===== src/rtl/riscv_dmem_arbiter.sv =====
// riscv_dmem_arbiter
// Shares the single-port data memory between the MEM stage and a DMA/debug
// port. The core has priority and sees combinational read data in the same
// cycle. A starvation counter forces a one-shot DMA grant after STARVE_MAX
// blocked cycles. DMA read data comes back registered one cycle after accept.

`ifndef XLEN
`define XLEN 32
`endif

module riscv_dmem_arbiter #(
  parameter int STARVE_MAX = 8,
  parameter int CNT_W      = 4
) (
  input  logic              i_clk,
  input  logic              i_rst,
  input  logic              i_core_req,
  input  logic [`XLEN-1:0]  i_core_addr,
  input  logic [`XLEN-1:0]  i_core_wdata,
  input  logic              i_core_we,
  input  logic [3:0]        i_core_byte_sel,
  input  logic              i_core_unsigned,
  output logic [`XLEN-1:0]  o_core_rdata,
  output logic              o_core_stall,
  input  logic              i_dma_valid,
  output logic              o_dma_ready,
  input  logic [`XLEN-1:0]  i_dma_addr,
  input  logic [`XLEN-1:0]  i_dma_wdata,
  input  logic              i_dma_we,
  input  logic [3:0]        i_dma_byte_sel,
  output logic              o_dma_rvalid,
  output logic [`XLEN-1:0]  o_dma_rdata,
  output logic [`XLEN-1:0]  o_mem_addr,
  output logic [`XLEN-1:0]  o_mem_wdata,
  output logic              o_mem_we,
  output logic [3:0]        o_mem_byte_sel,
  output logic              o_mem_unsigned,
  input  logic [`XLEN-1:0]  i_mem_rdata
);

  logic [CNT_W-1:0]  starve_cnt_r;
  logic              dma_rvalid_r;
  logic [`XLEN-1:0]  dma_rdata_r;

  logic              force_s;
  logic              dma_ready_s;
  logic              gnt_dma_s;
  logic              gnt_core_s;

  // Arbitration: core wins unless the DMA has been starved long enough.
  always_comb begin
    force_s     = (starve_cnt_r == CNT_W'(STARVE_MAX));
    dma_ready_s = ~i_core_req | force_s;
    gnt_dma_s   = i_dma_valid & dma_ready_s;
    gnt_core_s  = i_core_req & ~gnt_dma_s;
  end

  // Memory port mux; the core owns the address bus whenever the DMA is not granted.
  always_comb begin
    o_dma_ready  = dma_ready_s;
    o_core_stall = i_core_req & gnt_dma_s;
    o_core_rdata = i_mem_rdata;
    o_mem_we     = (gnt_core_s & i_core_we) | (gnt_dma_s & i_dma_we);
    if (gnt_dma_s) begin
      o_mem_addr     = i_dma_addr;
      o_mem_wdata    = i_dma_wdata;
      o_mem_byte_sel = i_dma_byte_sel;
      o_mem_unsigned = 1'b1;
    end else begin
      o_mem_addr     = i_core_addr;
      o_mem_wdata    = i_core_wdata;
      o_mem_byte_sel = i_core_byte_sel;
      o_mem_unsigned = i_core_unsigned;
    end
  end

  // Starvation counter: counts blocked DMA cycles, clears on accept or when valid drops.
  always_ff @(posedge i_clk or posedge i_rst) begin
    if (i_rst) begin
      starve_cnt_r <= {CNT_W{1'b0}};
    end else if (gnt_dma_s || !i_dma_valid) begin
      starve_cnt_r <= {CNT_W{1'b0}};
    end else if (!force_s) begin
      starve_cnt_r <= starve_cnt_r + CNT_W'(1);
    end else begin
      starve_cnt_r <= starve_cnt_r;
    end
  end

  // DMA read response: capture memory data the edge after a read is accepted.
  always_ff @(posedge i_clk or posedge i_rst) begin
    if (i_rst) begin
      dma_rvalid_r <= 1'b0;
      dma_rdata_r  <= {`XLEN{1'b0}};
    end else if (gnt_dma_s && !i_dma_we) begin
      dma_rvalid_r <= 1'b1;
      dma_rdata_r  <= i_mem_rdata;
    end else begin
      dma_rvalid_r <= 1'b0;
      dma_rdata_r  <= dma_rdata_r;
    end
  end

  assign o_dma_rvalid = dma_rvalid_r;
  assign o_dma_rdata  = dma_rdata_r;

endmodule


===== config.mk =====
export PLATFORM = sky130hd
export DESIGN_NAME = riscv_dmem_arbiter
export DESIGN_NICKNAME = d
export VERILOG_FILES = /design/src/rtl/riscv_dmem_arbiter.sv
export SDC_FILE = /design/constraint.sdc
export NUM_CORES = 1
export LEC_CHECK = 0
export ABC_AREA = 1
export CAP_MARGIN = 20
export CORE_AREA = 2 2 122 124
export CTS_BUF_LIST = sky130_fd_sc_hd__clkbuf_8
export CTS_CLUSTER_DIAMETER = 60
export DETAILED_ROUTE_END_ITERATION = 8
export DIE_AREA = 0 0 124 126
export PLACE_DENSITY = 0.69
export SYNTH_ARGS = -nofsm -noshare
export SYNTH_HDL_FRONTEND = slang
export SYNTH_SLANG_ARGS = --single-unit

===== constraint.sdc =====
create_clock -name i_clk -period 1.8 [get_ports i_clk]
set_input_delay 0.27 -clock i_clk [delete_from_list [all_inputs] [get_ports i_clk]]
set_output_delay 0.27 -clock i_clk [all_outputs]
set_load 0.005 [all_outputs]

==> impl_metrics.json, run 1 <==
{
  "outcome": "finished with violations",
  "violations": "negative setup slack",
  "die_area_um2": 15620,
  "ys_warn_count": 0,
  "wl_per_cell_um": 17.48,
  "grt_pass1_wl_mm": 22.29,
  "yosysTopAreaCellShare_pct": 31.54,
  "synth.area.top_cells": "dfrtp_1 (32%), nand2_1 (26%), nand3_1 (10%)",
  "drv_slew": 0,
  "final_antenna_net_count": 0,
  "crit_cells": 10,
  "final.min_clock_period_ns": 2.092,
  "rsz0062_at_grt": "yes",
  "synthCells": 433,
  "synthTopCellsByCount": "nand2_1 (204), nand3_1 (60), dfrtp_1 (37), buf_4 (34), nand4_1 (32)",
  "crit_chain": "inv_2 > ha_4 > nand3_4 > nand2_8 > buf_12 > buf_8 > clkbuf_16 > nand3_1 > nand2_1 > clkdlybuf4s15_2",
  "cts_num_sinks": 37,
  "yosysTopAreaCell": "dfrtp_1",
  "ioPinCount": 312,
  "nFillCells": 1376,
  "fin_skew_ns": 0.007234,
  "ir_worst_vdd_uv": 593.6,
  "start_util_pct": 20.51,
  "critical_path.top_delay_family": "buffers and inverters",
  "numPortBuffers": 311,
  "vias": 4204,
  "htree_levels": 2,
  "rows": 44,
  "hold_viol_final": 0,
  "nNetsFinal": 919,
  "drive_above_1_share_pct": 31.22,
  "timing.hold.ws_ns": 0.3858,
  "critPathMaxFanout": 5,
  "grt_start_max_net_pins": 38,
  "critPathBufInv": 5,
  "synth.avg_cell_area_um2": 6.779,
  "ctsHoldBuffers": 0,
  "firstDrtPassIters": 4,
  "synth_most_common_cell": "nand2_1",
  "via_per_inst": 4.535,
  "track_usage_pct": 18.41,
  "antenna_found_initial": 0,
  "power.density_nw_per_um2": 473.9,
  "max_slew_margin_pct": 68.23,
  "drv_cap": 0,
  "criticalPathCategory": "flip-flop to output pin",
  "drt_wl_total_mm": 16.20,
  "area_growth_pct": 133.8,
  "synthArstFlopShare_pct": 100.0,
  "overflow": 0,
  "end_kind": "output pin",
  "core_um2": 14310,
  "reg2regPathDepth": 10,
  "place_congestion": 0.8877,
  "ys_seq_area_share_pct": 31.54,
  "cp.required_ns": 1.53,
  "finalWorstSetupSlack_ns": -0.2922,
  "min_path_type": "primary input to asynchronous set/reset pin",
  "die_y_um": 126,
  "synth_edf_count": 0,
  "start_kind": "flip-flop",
  "insertion_delay_ns": 0.29,
  "cts.reportedPaths.clkPinSlew_ns": 0.08,
  "synthFlopType": "dfrtp_1",
  "diodes": 0,
  "setup_viol_count_final": 72,
  "grt_pass1_vias": 3986,
  "clockRootBuffer": "clkbuf_8",
  "cellLeakagePower_nw": 3.249,
  "dpl.hpwl_mm": 11.53,
  "cts_made_buffers": 5,
  "netlist_area_um2": 2935,
  "slowest_stage": "dfrtp_1",
  "synth.distinct_cells": 20,
  "fmax_mhz": 478.0,
  "drt_iter0_drc": 283,
  "tightestPinTransition_ns": 0.4765,
  "drcViolationCount": 0,
  "clock_path_buffers": 2,
  "cts_tree": "built",
  "ys_ff_latch": 37,
  "critPathMaxStageDelay_ns": 0.39,
  "arrival_ns": 1.82,
  "synthesis.nets": 610,
  "finalCritPeriodShare_pct": 116.2,
  "finalPower_w": 0.003252,
  "die_width_um": 124
}
-- metal layers --
layer	GRT usage [%]	vias to the layer above	wire (µm)
met4	4.296	0	376
li1	-	2002	-
met1	23.88	1928	6621
met5	0	-	0
met3	4.303	30	1505
met2	30.83	244	7701
-- cell type report --
cell class / instances / area, µm² / area share (%)
Tap cell: 184 / 230.2 / 3.355
Clock inverter: 3 / 15.01 / 0.2188
Inverter: 10 / 37.54 / 0.5469
Multi-Input combinational cell: 320 / 1929 / 28.11
Clock buffer: 5 / 68.82 / 1.003
Sequential cell: 37 / 925.9 / 13.49
Timing Repair Buffer: 368 / 3656 / 53.27
-- cells in the final DEF (no fill, tap or decap) --
cell type,n
nand2_4,24
nand4_1,32
nand2_1,156
nand2_2,25
clkdlybuf4s50_1,238
nand3_4,6
nand3_2,33
ha_4,1
clkdlybuf4s15_2,2
dfrtp_1,37
buf_2,49
nor2_2,1
ha_1,1
inv_1,7
clkinv_1,1
clkinvlp_4,1
buf_4,20
xor2_1,1
buf_8,4
clkbuf_16,5
nand2_8,2
buf_12,8
clkbuf_8,5
buf_16,5
inv_2,4
buf_6,30
nand3_1,33
nor2_1,4
xnor2_1,1
clkbuf_2,7
-- timing repair --
item	CTS	global route
setup endpoints to repair	72	105
setup buffers	18	1
resized for setup	332	114
pin swaps	25	23
gates cloned	5	6
-- worst paths after layout --
path	end	startpoint	slack (ns)
setup / recovery	o_mem_addr[25]	starve_cnt_r[0]	-0.29
hold / removal	o_dma_rvalid	i_rst	0.39
setup reg to reg	o_dma_rdata[11]	starve_cnt_r[0]	0.11
hold reg to reg	o_dma_rdata[14]	o_dma_rdata[14]	0.47
max in group asynchronous	o_dma_rdata[17]	i_rst	1.07
min in group i_clk	o_dma_rdata[14]	o_dma_rdata[14]	0.47
-- sequential cells by signal (all words and copies together) (netlist names) --
| name | count |
|---|---|
| o_dma_rvalid | 1 |
| starve_cnt_r | 4 |
| o_dma_rdata | 32 |
-- metrics by stage --
stage          instance area [µm²]  TNS (ns)  instances  util, %  setup WS (ns)
5_1_grt                       6863    -19.11        927    47.95        -0.3781
2_1_floorplan                 2935         0        433        -         0.3167
3_3_place_gp                  6097    -22.94        893    42.60        -0.4161
3_5_place_dp                  6097    -23.34        893    42.60        -0.4242
6_report                      6863    -13.00        927    47.95        -0.2922
4_1_cts                       6447    -19.11        923    45.04        -0.3619
-- logic make-up (layout without fill, tap and decap cells) --
family,after synthesis,count (layout),share of synthesized area (%)
AND/OR/NAND/NOR,315,316,48.89
XOR/XNOR,2,2,0.5969
flip-flops,37,37,31.54
adder cells (fa/ha/maj),2,2,0.8524
buffers and inverters,77,386,18.12
-- power by group --
part | internal, W | leakage, nW | switching, W
clock | 0.000263 | 0.0467 | 0.000304
combinational | 0.00101 | 2.74 | 0.000663
sequential | 0.000948 | 0.468 | 0.0000649
total | 0.00222 | 3.25 | 0.00103
-- tightest hold or removal path, cell delays in order --
cell and delay (ns):
clkdlybuf4s50_1 0.39, inv_1 0.05, buf_4 0.41
(Power assumes the default switching activity.)
==> inputs of run 2 (changes only) <==
Settings changed: HOLD_SLACK_MARGIN set to 0.02, RECOVER_POWER set to 100, REMOVE_ABC_BUFFERS set to 1.
==> impl_metrics.json, run 2 (synthesized netlist as in run 1, its figures left out) <==
{
  "outcome": "finished with violations",
  "violations": "negative setup slack",
  "critPathMaxFanout": 6,
  "p_sw_share_pct": 30.38,
  "drcViolationCount": 0,
  "dp_slack_ns": -0.4359,
  "final_antenna_net_count": 0,
  "layout_common_cells": "clkdlybuf4s50_1 (237), nand2_1 (100), nand2_2 (75), buf_6 (47), nand3_1 (46)",
  "final_common_cell": "clkdlybuf4s50_1",
  "numPortBuffers": 311,
  "dp_cells": 882,
  "place_congestion": 0.8890,
  "drv_cap": 0,
  "drt_iter0_drc": 151,
  "reg2reg_to": "o_dma_rdata[5]",
  "insertion_delay_ns": 0.30,
  "finalWorstSetupSlack_ns": -0.3873,
  "criticalPathCategory": "flip-flop to output pin",
  "cp.required_ns": 1.53,
  "ir_worst_vdd_uv": 325.9,
  "endpoint": "o_mem_addr[13]",
  "cts_num_sinks": 37,
  "seq_power_share_pct": 28.8,
  "switchingPower_w": 0.001106,
  "fin_skew_ns": 0.009801,
  "setup_viol_count_final": 104,
  "htree_levels": 2,
  "drv_slew": 0,
  "final_cells": 962,
  "fmax_mhz": 457.2,
  "grt_pass1_vias": 3812,
  "die_area_um2": 15620,
  "die_y_um": 126,
  "via_per_inst": 4.451,
  "rsz0062_at_grt": "yes",
  "cellLeakagePower_nw": 3.574,
  "internal_power_w": 0.002535,
  "wl_per_cell_um": 16.75,
  "reg2regPathDepth": 15,
  "power_frac_clock_pct": 21.2,
  "drive_above_1_share_pct": 39.07,
  "r2r_start": "starve_cnt_r[1]",
  "power.density_nw_per_um2": 485.8,
  "r2r_slack_ns": -0.26,
  "vias": 4282,
  "nNetsFinal": 954,
  "overflow": 0,
  "core_um2": 14310,
  "seqCellArea_um2": 925.9,
  "final.min_clock_period_ns": 2.187,
  "largest_register_ffs": 32,
  "firstDrtPassIters": 4,
  "startpoint": "starve_cnt_r[1]",
  "end_kind": "output pin",
  "diodes": 0,
  "die_width_um": 124,
  "arrival_ns": 1.92,
  "grt_start_max_net_pins": 50,
  "clockRootBuffer": "clkbuf_8",
  "dpl.hpwl_mm": 10.94,
  "cts_tree": "built",
  "start_kind": "flip-flop",
  "pwr-share-comb_pct": 50.0,
  "ctsHoldBuffers": 0,
  "grt_pass1_wl_mm": 20.79,
  "finalPower_w": 0.003641,
  "antenna_found_initial": 0,
  "ioPinCount": 312,
  "rows": 44,
  "finalCritPeriodShare_pct": 121.5,
  "hold_viol_final": 0,
  "min_path_type": "primary input to asynchronous set/reset pin",
  "drt_wl_total_mm": 16.12,
  "track_usage_pct": 17.15,
  "start_util_pct": 20.51,
  "clock_path_buffers": 2,
  "finalSetupTns_ns": -23.44,
  "multi_input_area_um2": 2026,
  "nFillCells": 1310,
  "cts.reportedPaths.clkPinSlew_ns": 0.08,
  "tightestPinTransition_ns": 0.8642,
  "area_growth_pct": 155.3,
  "cts_made_buffers": 5,
  "max_slew_margin_pct": 42.39
}
==> run 2: layout make-up <==
type / count / share of cell area (%)
Timing Repair Buffer: 403 / 55.44
Clock inverter: 2 / 0.5008
Sequential cell: 37 / 12.35
Tap cell: 184 / 3.072
Inverter: 10 / 0.5008
Multi-Input combinational cell: 320 / 27.03
Clock buffer: 6 / 1.102
==> run 2: metal layers <==
layer / up-vias / track usage (%) / share of wire (%)
met5: - / 0 / 0
met4: 0 / 4.296 / 1.6
met3: 17 / 3.804 / 8.1
met2: 212 / 30.61 / 52
met1: 1987 / 20.62 / 38
li1: 2066 / - / -
==> run 2: worst min path at each step <==
stage	startpoint	endpoint	slack, ns	cells after the start
floorplan	i_mem_rdata[0]	o_dma_rdata[0]	0.42	2
global placement	o_dma_rdata[30]	o_dma_rdata[30]	0.45	2
detailed placement	o_dma_rdata[13]	o_dma_rdata[13]	0.46	2
CTS	i_rst	o_dma_rdata[28]	0.19	2
global route	i_rst	o_dma_rdata[29]	0.31	2
finish	i_rst	o_dma_rdata[29]	0.31	2
==> run 2: timing repair <==
item,CTS,global route
cloned,3,15
setup buffers,3,51
endpoints found under the hold margin,0,0
pin swaps,1,31
endpoints found under the setup margin,72,104
resized for setup,143,303
==> run 2: per-stage QoR <==
stage | cell area, µm² | hold slack (ns) | util (%)
global placement | 6015 | 0.4529 | 42.02
floorplan | 2441 | 0.4219 | -
CTS | 6227 | 0.1897 | 43.51
detailed placement | 6015 | 0.4573 | 42.02
global route | 7495 | 0.3073 | 52.36
finish | 7495 | 0.3081 | 52.36
==> run 2: critical path, stage by stage, from the launching register on <==
cell and delay [ns]:
dfrtp_1 0.40, inv_2 0.08, ha_4 0.14, nand3_4 0.09, nand2_8 0.11, buf_12 0.13
nand2_8 0.06, buf_6 0.13, clkbuf_16 0.15, buf_8 0.12, nand2_2 0.04, nand2_1 0.04
buf_2 0.13
==> run 2: power by group through the flow <==
stage	logic (W)	registers [W]	clock network, W
3_3_place_gp	0.00149	0.00102	0
3_5_place_dp	0.00150	0.00102	0
4_1_cts	0.00151	0.00101	0.000795
6_report	0.00182	0.00105	0.000772
2_1_floorplan	0.000313	0.00103	0
5_1_grt	0.00196	0.00106	0.000825
==> variant 1, RTL diff (flow settings as in run 2) <==
The parameter `CNT_W` goes from 4 to 6.
--- a/src/rtl/riscv_dmem_arbiter.sv
+++ b/src/rtl/riscv_dmem_arbiter.sv
@@ -10,7 +10,7 @@
 
 module riscv_dmem_arbiter #(
   parameter int STARVE_MAX = 8,
-  parameter int CNT_W      = 4
+  parameter int CNT_W      = 6
 ) (
   input  logic              i_clk,
   input  logic              i_rst,
Formal check against the unedited RTL: same outputs for any inputs over 10 cycles, from zero or initial values and one cycle with i_rst high; that may be too few to reach the edited logic, so the function may still have changed.
==> variant 1 against run 2 <==
  * The flow still finishes with violations (setup timing)
  * Synthesized area decreased by 2.3%
  * Setup slack got worse by 0.020 ns
  * Largest cell class unchanged
  * Global-route usage increased by 2.0 points
  * Sequential power increased by 4%
  * Final cell count increased by 1.2%
  * Routed wire length increased by 1.6%
  * Combinational power decreased by 4%
  * Total power decreased by 1.2%
  * Count of clock-buffer cells in the layout unchanged
  * Sequential cell count increased by 2
  * Cell area decreased by 0.23%
==> variant 1: results (changes against run 2) <==
global_routing:
  grt_pass1_vias: 3927  # +3.0%
  antenna_found_initial: 1  # +1
  gr-usage-met3_pct: 4.98  # +1.2 points
  use_met2_pct: 33.8  # +3.2 points
  grt_use_total_pct: 19.1  # +2.0 points
  grtUsageMet1_pct: 22.8  # +2.2 points
critical_path:
  crit_path_max_incr_delay_ns: 0.67  # +0.27 ns
  critPathMaxFanout: 5  # -1
  r2r_end: "o_dma_rdata[2]"
  r2r-start: "starve_cnt_r[0]"
  cp-startpoint: "i_dma_valid"
  ff2ff_path_depth: 12  # -3
  critPathSlowestCell: "dlygate4sd3_1"
synth:
  netlist_top_cells_count: "277 x nand2_1, 39 x dfrtp_1, 32 x buf_4, 32 x nand4_1, 14 x inv_1"
  synth_area_leaders: "nand2_1 36%, dfrtp_1 34%, buf_4 8.4%"
  synth.avg_cell_area_sq_um: 6.42  # -5.3%
  synth_xor_area_share_pct: 0.305  # -0.29 points
  synth_compound_area_share_pct: 0.829  # +0.83 points
  synth_fa_ha_area_share_pct: 0.872  # +0.020 points
sta:
  slew_headroom_pct: 31.7  # -11 points
  postLayoutSetupSlackWorst_ns: -0.407  # -0.0197 ns
  fin_setup_tns_ns: -25.77  # -2.33 ns
  whs_ns: 0.478  # +0.170 ns
  setup_viol: 104  # unchanged
  finClkSkew_ns: 0.00337  # -0.00643 ns
place:
  dp_hpwl_um: 11200  # +2.6%
  dpl_cell_area_sq_mm: 0.00607  # +0.85%
  pre_cts_ws_ns: -0.634  # -0.198 ns
  gp_congestion: 0.897  # +0.87%
  placed_cells: 909  # +3.1%
routing:
  vias: 4176  # -2.5%
  met2_length_um: 8370  # -0.42%
  routed_via_density: 4.29  # -3.7%
  highest_layer: "met5"
  routedWlPerCell_um: 16.8  # +0.38%
  drt-met1-wl_um: 6280  # +2.2%
  route.met3.wl_um: 1380  # +6.4%
power:
  leakagePower_nw: 3.65  # +2.2%
  vdd_drop_max_mv: 0.361  # +11%
layout:
  fillCellCount: 1354  # +3.4%
  final_nets: 966  # +1.3%
  drive_gt1_share_pct: 39.5  # +0.42 points
run_status:
  status: "complete, but fails checks"
  violations: "setup timing"
min_path:
  hold_path_class: "reg -> reg"
clock_network:
  clk_latency_ns: 0.28  # -0.02 ns
## variant 1: worst max path at each step
| stage | to | slack [ns] | cells past startpoint |
|---|---|---|---|
| floorplan | o_mem_unsigned | -0.38 | 5 |
| global placement | o_mem_wdata[25] | -0.66 | 8 |
| detailed placement | o_mem_wdata[25] | -0.63 | 8 |
| CTS | o_mem_wdata[15] | -0.42 | 11 |
| global route | o_mem_addr[20] | -0.47 | 12 |
| finish | o_mem_wdata[20] | -0.41 | 11 |
## variant 1: worst max-delay path, delay by kind of cell
| kind | cells | cell delay [ns] |
|---|---|---|
| simple gates | 2 | 0.09 |
| buf+inv | 8 | 1.42 |
| compound gates | 1 | 0.14 |
## variant 1: cells by family (layout without fill, tap and decap cells)
family	after synthesis	after routing
and+or+nand+nor	330	330
buffers and inverters	73	416
AOI/OAI and AO/OA	2	2
DFF	39	39
xor gates and xnor gates	1	1
adders and majority gates	2	2
## variant 1: final cells by class
| cell class | count | area, sq um | share of cell area, % |
|---|---|---|---|
| timing repair buffer | 394 | 4060 | 54.4 |
| multi-input combinational | 335 | 2040 | 27.2 |
| sequential | 39 | 976 | 13.1 |
| tap | 184 | 230 | 3.08 |
| clock buffer | 6 | 82.6 | 1.10 |
| inverter | 14 | 52.6 | 0.703 |
| clock inverter | 2 | 35.0 | 0.469 |
## variant 1: repair_timing
item	CTS	global route
buffers inserted	38	11
pin swaps	21	16
setup endpoints to repair	78	104
gates resized for setup	415	149
gates cloned	8	5
## variant 1: power breakdown
group | total, mW | switching [mW] | internal, mW
clock | 0.759 | 0.310 | 0.449
combinational | 1.75 | 0.674 | 1.07
sequential | 1.09 | 0.0960 | 0.993
total | 3.60 | 1.08 | 2.52
==> variant 2, RTL diff (config.mk and constraints of run 2) <==
Made on the original files. Reset style: synchronous (`i_rst`), changed in 2 clocked blocks.
--- a/src/rtl/riscv_dmem_arbiter.sv
+++ b/src/rtl/riscv_dmem_arbiter.sv
@@ -75,7 +75,7 @@
   end
 
   // Starvation counter: counts blocked DMA cycles, clears on accept or when valid drops.
-  always_ff @(posedge i_clk or posedge i_rst) begin
+  always_ff @(posedge i_clk) begin
     if (i_rst) begin
       starve_cnt_r <= {CNT_W{1'b0}};
     end else if (gnt_dma_s || !i_dma_valid) begin
@@ -88,7 +88,7 @@
   end
 
   // DMA read response: capture memory data the edge after a read is accepted.
-  always_ff @(posedge i_clk or posedge i_rst) begin
+  always_ff @(posedge i_clk) begin
     if (i_rst) begin
       dma_rvalid_r <= 1'b0;
       dma_rdata_r  <= {`XLEN{1'b0}};
Formal check against the unedited RTL: differs if i_rst is asserted again (counterexample within 4 cycles, from zero or initial values and one cycle with i_rst high); with i_rst held inactive, the same outputs for 10 cycles.
==> variant 2 against run 2 <==
  * The run still ends with setup timing left
  * Routed wire length is 1.0% lower
  * Synthesized area is 2.5% higher
  * Cell area is 0.30% lower
  * Clock skew is 0.0054 ns lower
  * First-iteration DRC count is 15% lower
  * Sequential cell count stayed put
  * Count of clock-buffer cells in the layout is 1 lower
  * Core utilization is 0.16 points lower
  * Total power is 18% lower
  * Setup slack better by 0.13 ns
  * Sequential share of layout area is 2.4 points lower
==> variant 2: results (changes against run 2) <==
run_status:
  status: "complete, but fails checks"
  violations: "setup timing"
place:
  gp_congestion: 0.870  # -2.1%
  port_buffers: 311  # unchanged
  dpl_cell_area_sq_mm: 0.00621  # +3.3%
  dp_hpwl_um: 11300  # +3.2%
  placed_cells: 1013  # +15%
sta:
  postLayoutSetupSlackWorst_ns: -0.256  # +0.132 ns
  fin_setup_tns_ns: -13.47  # +9.96 ns
  setup_viol: 77  # -26%
  finClkSkew_ns: 0.00441  # -0.00539 ns
  slew_headroom_pct: 76.2  # +34 points
  drv_slew: 0  # unchanged
routing:
  wl_um: 16000  # -1.0%
  vias: 4427  # +3.4%
  routedWlPerCell_um: 15.0  # -11%
  drtPass1Iterations: 4  # unchanged
  drt_iter0_drc: 129  # -15%
layout:
  antenna_cells: 1  # +1
  multi_input_area_sq_mm: 0.00206  # +1.8%
  fillCellCount: 1372  # +4.7%
  nonClkBufAreaFrac_pct: 52.9  # -2.5 points
  final-clk-cell-share_pct: 1.11  # -0.50 points
  drive_gt1_share_pct: 32.8  # -6.3 points
  final_nets: 1058  # +11%
  largest_register_ffs: 32  # unchanged
  nNonClkBuffers: 381  # -5.5%
  inv_count: 103  # +93
  seq_share_pct: 9.95  # -2.4 points
  multiInputCombCellCount: 353  # +10%
  synthToLayoutAreaGrowth_pct: 148
synth:
  netlist_instances: 555  # +28%
  synth_area_leaders: "nand2_1 34%, dfxtp_1 25%, inv_1 12%"
  ys_types: 22  # +10%
  ys_async_sr_fraction_pct: 0  # -100 points
  synth_flop_cell: "dfxtp_1"
  yosys_warnings: 0  # unchanged
  netlist_top_cells_count: "270 x nand2_1, 100 x inv_1, 38 x buf_4, 37 x dfxtp_1, 36 x nor2_1"
  seq_area_frac_synth_pct: 24.6  # -6.9 points
global_routing:
  grt_max_degree: 35  # -30%
  antenna_found_initial: 1  # +1
  grt_pass1_vias: 4322  # +13%
  grt_use_total_pct: 19.5  # +2.3 points
  grt_pass1_wl_um: 23200  # +12%
power:
  leakagePower_nw: 3.81  # +6.7%
  pg_clk_mw: 0.574  # -26%
  vdd_drop_max_mv: 0.233  # -28%
  seq_cell_power_mw: 0.875  # -17%
  swShare_pct: 31.7  # +1.3 points
clock_network:
  cts_htree_levels: 2  # unchanged
  clockRootBuffer: "clkbuf_8"
  clk_latency_ns: 0.30  # about the same
  clock-sinks: 37  # unchanged
  cts_max_path_buffers: 2  # unchanged
  cts_made_buffers: 5  # unchanged
critical_path:
  critPathMaxFanout: 8  # +2
  ff2ff_path_depth: 14  # -1
  arrival_ns: 1.79  # -0.13 ns
min_path:
  hold_path_class: "reg -> reg"
  min_path_cells: 4
-- variant 2: critical path, cell delays in order, from the launching register on --
cell     delay, ns
dfxtp_2       0.34
inv_2         0.04
ha_4          0.16
nand3_4       0.08
nand2_8       0.07
nand2_8       0.11
inv_12        0.05
buf_8         0.12
buf_12        0.13
buf_6         0.11
nand2_2       0.06
nand2_2       0.07
buf_6         0.12
-- variant 2: worst paths after layout --
check | startpoint | to | slack (ns)
worst max register to register | starve_cnt_r[0] | starve_cnt_r[2] | -0.10
worst min register to register | o_dma_rdata[15] | o_dma_rdata[15] | 0.51
worst min-delay path | o_dma_rdata[15] | o_dma_rdata[15] | 0.51
worst max-delay path | starve_cnt_r[1] | o_mem_addr[31] | -0.26
-- variant 2: metrics by stage --
| step | power (mW) | setup WS, ns |
|---|---|---|
| detailed placement | 2.18 | -0.519 |
| floorplan | 1.21 | -0.592 |
| finish | 2.99 | -0.256 |
| global placement | 2.18 | -0.502 |
| global route | 3.16 | -0.342 |
| CTS | 2.93 | -0.273 |
-- variant 2: layer usage --
layer	GRT usage (%)	routed length (um)
met4	4.49	276
met1	20.5	5680
met2	37.0	8480
met5	0	0
met3	6.11	1520
-- variant 2: repair_timing --
action / CTS / global route
cloned: 11 / 1
buffers inserted: 39 / 5
resized for setup: 437 / 118
setup endpoints to repair: 72 / 99
pin swaps: 29 / 28
-- variant 2: cells by family (layout without fill, tap and decap cells) --
family / Yosys count / in the layout / synth area share [%]
simple gates: 347 / 347 / 47.5
xor+xnor: 2 / 2 / 0.582
flops: 37 / 37 / 24.6
buf+inv: 165 / 492 / 26.2
compound gates: 2 / 2 / 0.332
other cells: 0 / 1 / 0
fa+ha+maj: 2 / 2 / 0.832
